[src/rtl/io_scan_controller.sv]
// io_scan_controller: 16 IO bytes in two 8-slot ports. The two ports are scanned in
// lockstep through external slot multiplexers. The CPU accesses the byte and direction
// registers with single-cycle strobes.
module io_scan_controller #(
    parameter int SETTLE_CYC = 2,
    parameter int SLOT_W     = 3
) (
    input  logic              clk,
    input  logic              reset,
    input  logic              io_wr,
    input  logic              io_rd,
    input  logic [15:0]       ioaddr,
    input  logic [15:0]       wdata,
    output logic [15:0]       rdata,
    output logic              rd_valid,
    output logic [SLOT_W-1:0] p0_sel,
    output logic [SLOT_W-1:0] p1_sel,
    output logic [7:0]        p0_out,
    output logic [7:0]        p1_out,
    output logic              p0_oe,
    output logic              p1_oe,
    input  logic [7:0]        p0_in,
    input  logic [7:0]        p1_in,
    output logic              scan_done,
    output logic [1:0]        state_dbg
);

    // CPU handshake: io_rd / io_wr are single-cycle strobes with no backpressure.
    // The CPU is always ready. A read strobe in cycle N produces rd_valid=1 in
    // cycle N+1, and rdata is valid only in that cycle. If a write and a read
    // target the same address in one cycle, the read returns the pre-write value.

    typedef enum logic [1:0] {
        S_IDLE   = 2'd0,
        S_SETUP  = 2'd1,
        S_SETTLE = 2'd2,
        S_SAMPLE = 2'd3
    } state_t;

    state_t            state;
    state_t            state_nxt;
    logic [SLOT_W-1:0] slot;
    logic [3:0]        cnt;
    logic [7:0]        out_reg [16];
    logic [7:0]        in_reg  [16];
    logic [15:0]       dir;

    logic [3:0]        lo_idx;
    logic [3:0]        hi_idx;
    logic              settle_last;
    logic              byte_hit;
    logic              dir_hit;

    // The port 0 slot maps to byte n, and the port 1 slot maps to byte n+8.
    assign lo_idx      = {1'b0, slot};
    assign hi_idx      = {1'b1, slot};
    assign settle_last = (cnt == 4'(SETTLE_CYC - 1));
    assign byte_hit    = (ioaddr[15:4] == 12'h000);
    assign dir_hit     = (ioaddr == 16'h0010);

    assign p0_sel    = slot;
    assign p1_sel    = slot;
    assign state_dbg = state;

    // State register.
    always_ff @(posedge clk) begin
        if (reset) begin
            state <= S_IDLE;
        end else begin
            state <= state_nxt;
        end
    end

    // Next-state logic and pin outputs. During SETUP, oe is held low for bus turnaround.
    always_comb begin
        state_nxt = state;
        p0_out    = 8'h00;
        p1_out    = 8'h00;
        p0_oe     = 1'b0;
        p1_oe     = 1'b0;
        scan_done = 1'b0;
        case (state)
            S_IDLE: begin
                state_nxt = S_SETUP;
            end
            S_SETUP: begin
                p0_out    = out_reg[lo_idx];
                p1_out    = out_reg[hi_idx];
                state_nxt = S_SETTLE;
            end
            S_SETTLE: begin
                p0_out = out_reg[lo_idx];
                p1_out = out_reg[hi_idx];
                p0_oe  = dir[lo_idx];
                p1_oe  = dir[hi_idx];
                if (settle_last) begin
                    state_nxt = S_SAMPLE;
                end
            end
            S_SAMPLE: begin
                p0_out    = out_reg[lo_idx];
                p1_out    = out_reg[hi_idx];
                p0_oe     = dir[lo_idx];
                p1_oe     = dir[hi_idx];
                scan_done = (slot == '1);
                state_nxt = S_SETUP;
            end
            default: begin
                state_nxt = S_IDLE;
            end
        endcase
    end

    // Slot pointer and settle counter. The counter is cleared in SETUP and counts through SETTLE.
    always_ff @(posedge clk) begin
        if (reset) begin
            slot <= '0;
            cnt  <= 4'd0;
        end else begin
            case (state)
                S_IDLE:   slot <= '0;
                S_SETUP:  cnt  <= 4'd0;
                S_SETTLE: cnt  <= cnt + 4'd1;
                S_SAMPLE: slot <= slot + SLOT_W'(1);
                default:  cnt  <= 4'd0;
            endcase
        end
    end

    // Input capture. Only slots whose direction is input are overwritten in SAMPLE.
    always_ff @(posedge clk) begin
        if (reset) begin
            for (int i = 0; i < 16; i++) begin
                in_reg[i] <= 8'h00;
            end
        end else if (state == S_SAMPLE) begin
            if (!dir[lo_idx]) begin
                in_reg[lo_idx] <= p0_in;
            end
            if (!dir[hi_idx]) begin
                in_reg[hi_idx] <= p1_in;
            end
        end
    end

    // CPU writes to the output bytes (independent of direction) and to the direction register.
    always_ff @(posedge clk) begin
        if (reset) begin
            for (int i = 0; i < 16; i++) begin
                out_reg[i] <= 8'h00;
            end
            dir <= 16'h0000;
        end else if (io_wr) begin
            if (byte_hit) begin
                out_reg[ioaddr[3:0]] <= wdata[7:0];
            end else if (dir_hit) begin
                dir <= wdata;
            end
        end
    end

    // Registered CPU read. Output bytes read back the driven value, and input bytes read the sampled value.
    always_ff @(posedge clk) begin
        if (reset) begin
            rdata    <= 16'h0000;
            rd_valid <= 1'b0;
        end else begin
            rd_valid <= io_rd;
            if (io_rd) begin
                if (byte_hit) begin
                    rdata <= {8'h00, dir[ioaddr[3:0]] ? out_reg[ioaddr[3:0]]
                                                      : in_reg[ioaddr[3:0]]};
                end else if (dir_hit) begin
                    rdata <= dir;
                end else begin
                    rdata <= 16'h0000;
                end
            end
        end
    end

endmodule

[config.mk]
export PLATFORM = sky130hd
export DESIGN_NAME = io_scan_controller
export DESIGN_NICKNAME = d
export VERILOG_FILES = /design/src/rtl/io_scan_controller.sv
export SDC_FILE = /design/constraint.sdc
export NUM_CORES = 1
export LEC_CHECK = 0
export ABC_CLOCK_PERIOD_IN_PS = 3900
export CAP_MARGIN = 20
export CORE_MARGIN = 4
export CORE_UTILIZATION = 60
export DETAILED_ROUTE_END_ITERATION = 16
export PLACE_DENSITY = 0.83
export SLEW_MARGIN = 15
export SYNTH_ARGS = -nofsm -noshare
export SYNTH_HDL_FRONTEND = slang
export SYNTH_SLANG_ARGS = --single-unit
[constraint.sdc]
create_clock -name clk -period 3.9 [get_ports clk]
set_input_delay 0.78 -clock clk [delete_from_list [all_inputs] [get_ports clk]]
set_output_delay 0.78 -clock clk [all_outputs]
set_load 0.02 [all_outputs]
==> metrics.md <==
| Metric | Value |
|---|---|
| Clk root buf | clkbuf_16 |
| GR Overflow Total | 0 |
| Vias/cell | approximately 6.5 |
| Slew @ Worst Pin | 0.917 ns |
| Hold depth | 2 |
| Slew margin rel. | 0.387 |
| CTS Sinks | roughly 300 |
| Die span in x | around 170 µm |
| Clk_skew | between 0.01 and 0.015 ns |
| # IOs | between 90 and 100 |
| Setup Viol. Count Final | 0 |
| Status | finished clean |
| DP HPWL | around 26 mm |
| Lkg Pwr | between 6 and 7 nW |
| Hold buffer count at cts | 0 |
| Synth Cell Area | 15100 µm² |
| Setup TNS | 0 ns |
| Syn-to-layout area delta | 14.4% |
| Max Slew Vio Count | 0 |
| Area of the multi-input gates | roughly 6000 µm² |
| Clk slew on worst S/H paths | 0.06 ns |
| DRC | 0 |
| Dpl cells | roughly 1500 |
| Core ar. | about 25000 µm² |
| Die area | roughly 28000 µm² |
| Hold Startpoint | rdata[9]$_SDFFE_PP0P_ |
| # Max-Cap Violations | 0 |
| Largest net degree at the start of global routing | 41 |
| CTS resizes | 0 |
| Synthesized Nets | approximately 1200 |
| First-pass GRT wire length | just under 60 mm |
| Crit path required time | roughly 3.1 ns |
| Num CTS Buffers | 31 |
| Place WS | roughly 0.65 ns |
| Power Total | between 7 and 8 mW |
| Ratio of cells with drive above 1 in the final layout | 0.189 |
| EDFF count, synth | about 260 |
| Post-CTS Setup Bufs | 0 |
| Synth area leader | edfxtp_1 |
| Max VDD drop | 0.420 mV |
| Chip height | about 170 µm |
| Syn Inst Count | ~1100 |
| Placement Rows | 57 |
| Reg2reg end | in_reg[15][6]$_SDFFCE_PN0P_ |
| Final WS setup | approximately 0.43 ns |
| Path depth of the worst reg2reg path | 6 |
| Tmin final | 3.47 ns |
| HP Class | reg2reg |
| Highest clock rate | 288 MHz |
| Worst R2R Start | p0_sel[0]$_SDFFE_PP0N_ |
| PortBufs | 95 |
| Yosys reg bits | ~300 |
| FF+latch area | 8590 µm² |
| Total GRT Usage | 0.276 |
| Crit path DAT | about 2.7 ns |
| GP Congestion | 0.873 |
| Via count of the first global-routing pass | between 10000 and 15000 |
| Starting Density | 0.614 |
| Hold Violations, Final | 0 |
| Asr flop ratio synth | 0 |
| Worst skew pair latency | 0.56 ns |
| WL/cell | between 20 and 30 µm |
| Yosys cell types | 42 |
| CTS max path bufs | 3 |
| Pre-antenna DRT Iters | 7 |
| CTS tree | built |
| Diodes inserted | 0 |
| Power Dens Cells | 442 nW/µm² |
| DR vias | about 10000 |
| Register area share after synthesis | 0.570 |
| Final Core Density | 0.703 |
| Initial antenna violation count | 0 |
| Nets | 1232 |
| Total number of yosys warnings | 0 |
| Main synth FF type | edfxtp_1 |
| H-tree levels | 1 |
| Unrepaired setup endpoints after global routing | no |
| Crit share post-route | 0.890 |
| Crit path kind | reg2out |
| Share of the synthesized area in the top cell type | 0.510 |
| Fill count | 1610 |
| Routed Antenna Nets | 0 |
| Fin cells | between 1500 and 2000 |
| Reg2Reg Setup Slack | ~1.4 ns |
| Iter 0 DRT Violations | between 1000 and 1500 |
| Mean Syn Cell Area | ~14 µm² |
| Hold Path End | rdata[9]$_SDFFE_PP0P_ |
| Final WL | a little under 40 mm |
| CP Launch Type | flop |
| Synth top area cells | edfxtp_1 (51%), mux4_2 (15%), dfxtp_1 (6.0%) |
| Worst setup EP type | output pin |
| CP Max Fanout | 7 |
-- synthesized netlist by cell type (4+ instances only) --
cell / count
or2_2: 12
mux4_2: 103
dfxtp_1: 45
nand2b_1: 4
a211oi_1: 17
buf_2: 21
and3_1: 97
edfxtp_1: 256
a21o_1: 12
a21oi_1: 24
nor3_4: 4
nand3_1: 12
buf_6: 7
nand2_1: 59
and2_1: 97
o21bai_1: 16
buf_4: 4
inv_1: 12
clkbuf_1: 43
buf_1: 4
nor2b_1: 4
mux2i_1: 40
a22oi_1: 32
nor2_1: 112
clkbuf_2: 8
ha_1: 12
nor2_2: 5
-- where the power goes --
group | switching [mW] | internal [mW] | leakage (nW)
registers | 0.0815 | 3.63 | 2.90
clock network | 1.21 | 1.58 | 0.469
logic | 0.651 | 0.475 | 2.91
-- area by class of cell --
type | instances | area share
Timing Repair Buffer | 134 | 0.0730
Clock buffer | 36 | 0.0461
Tap cell | 324 | 0.0235
Inverter | 12 | 0.00261
Clock inverter | 21 | 0.00893
Multi-Input combinational cell | 688 | 0.348
Sequential cell | 301 | 0.498
-- cell families (layout without fill, tap and decap cells) --
kind of cell,after synthesis,in the layout,share of synthesized area
simple gates,426,426,0.156
mux,144,144,0.182
fa+ha+maj,12,12,0.00996
flops,301,301,0.570
compound gates,106,106,0.0493
buf+inv,100,203,0.0325
-- metrics by stage --
step	hold slack, ns	cell area (µm²)
final	0.471	17200
after global routing	0.496	17200
after CTS	0.473	17200
after floorplan	0.481	15100
after global placement	0.453	16300
after detailed placement	0.461	16300
-- worst max-delay path, cell delays in order (launching register included) --
cell             delay (ns)
dfxtp_1                0.45
buf_4                  0.21
mux4_2                 0.57
nand2_1                0.10
nand2_1                0.12
o21a_1                 0.14
clkdlybuf4s50_1        0.54
-- placed cells by master, fill, tap and decap left out, types with 10 or more instances in the layout --
cell / count
a211oi_1: 17
a21o_1: 12
a21oi_1: 24
a22oi_1: 32
and2_1: 97
and3_1: 97
buf_4: 39
clkbuf_16: 31
clkdlybuf4s50_1: 92
clkinv_2: 10
dfxtp_1: 44
edfxtp_1: 256
ha_1: 12
inv_1: 12
mux2i_1: 40
mux4_2: 103
nand2_1: 59
nand3_1: 12
nor2_1: 112
o21bai_1: 16
or2_2: 12
-- worst max-delay path by stage --
stage	from	cells past startpoint	endpoint	slack [ns]
after detailed placement	ioaddr[5]	5	out_reg[14][7]$_SDFFCE_PN0P_	0.65
final	p0_sel[0]$_SDFFE_PP0N_	6	p1_oe	0.43
after global routing	p0_sel[0]$_SDFFE_PP0N_	6	p1_oe	0.31
after floorplan	ioaddr[13]	5	out_reg[13][0]$_SDFFCE_PN0P_	1.32
after global placement	ioaddr[5]	5	out_reg[9][0]$_SDFFCE_PN0P_	0.70
after CTS	p0_sel[0]$_SDFFE_PP0N_	6	p1_oe	0.40
-- metal layers --
layer	GRT usage	part of all wire	wire [µm]	up-vias
met3	0.0472	0.086	3310	113
li1	-	-	-	4291
met2	0.469	0.51	19500	544
met1	0.366	0.36	14100	4940
met4	0.0982	0.043	1650	0
met5	0	0	0	-
Note: power is estimated with default switching activity, not from simulation.
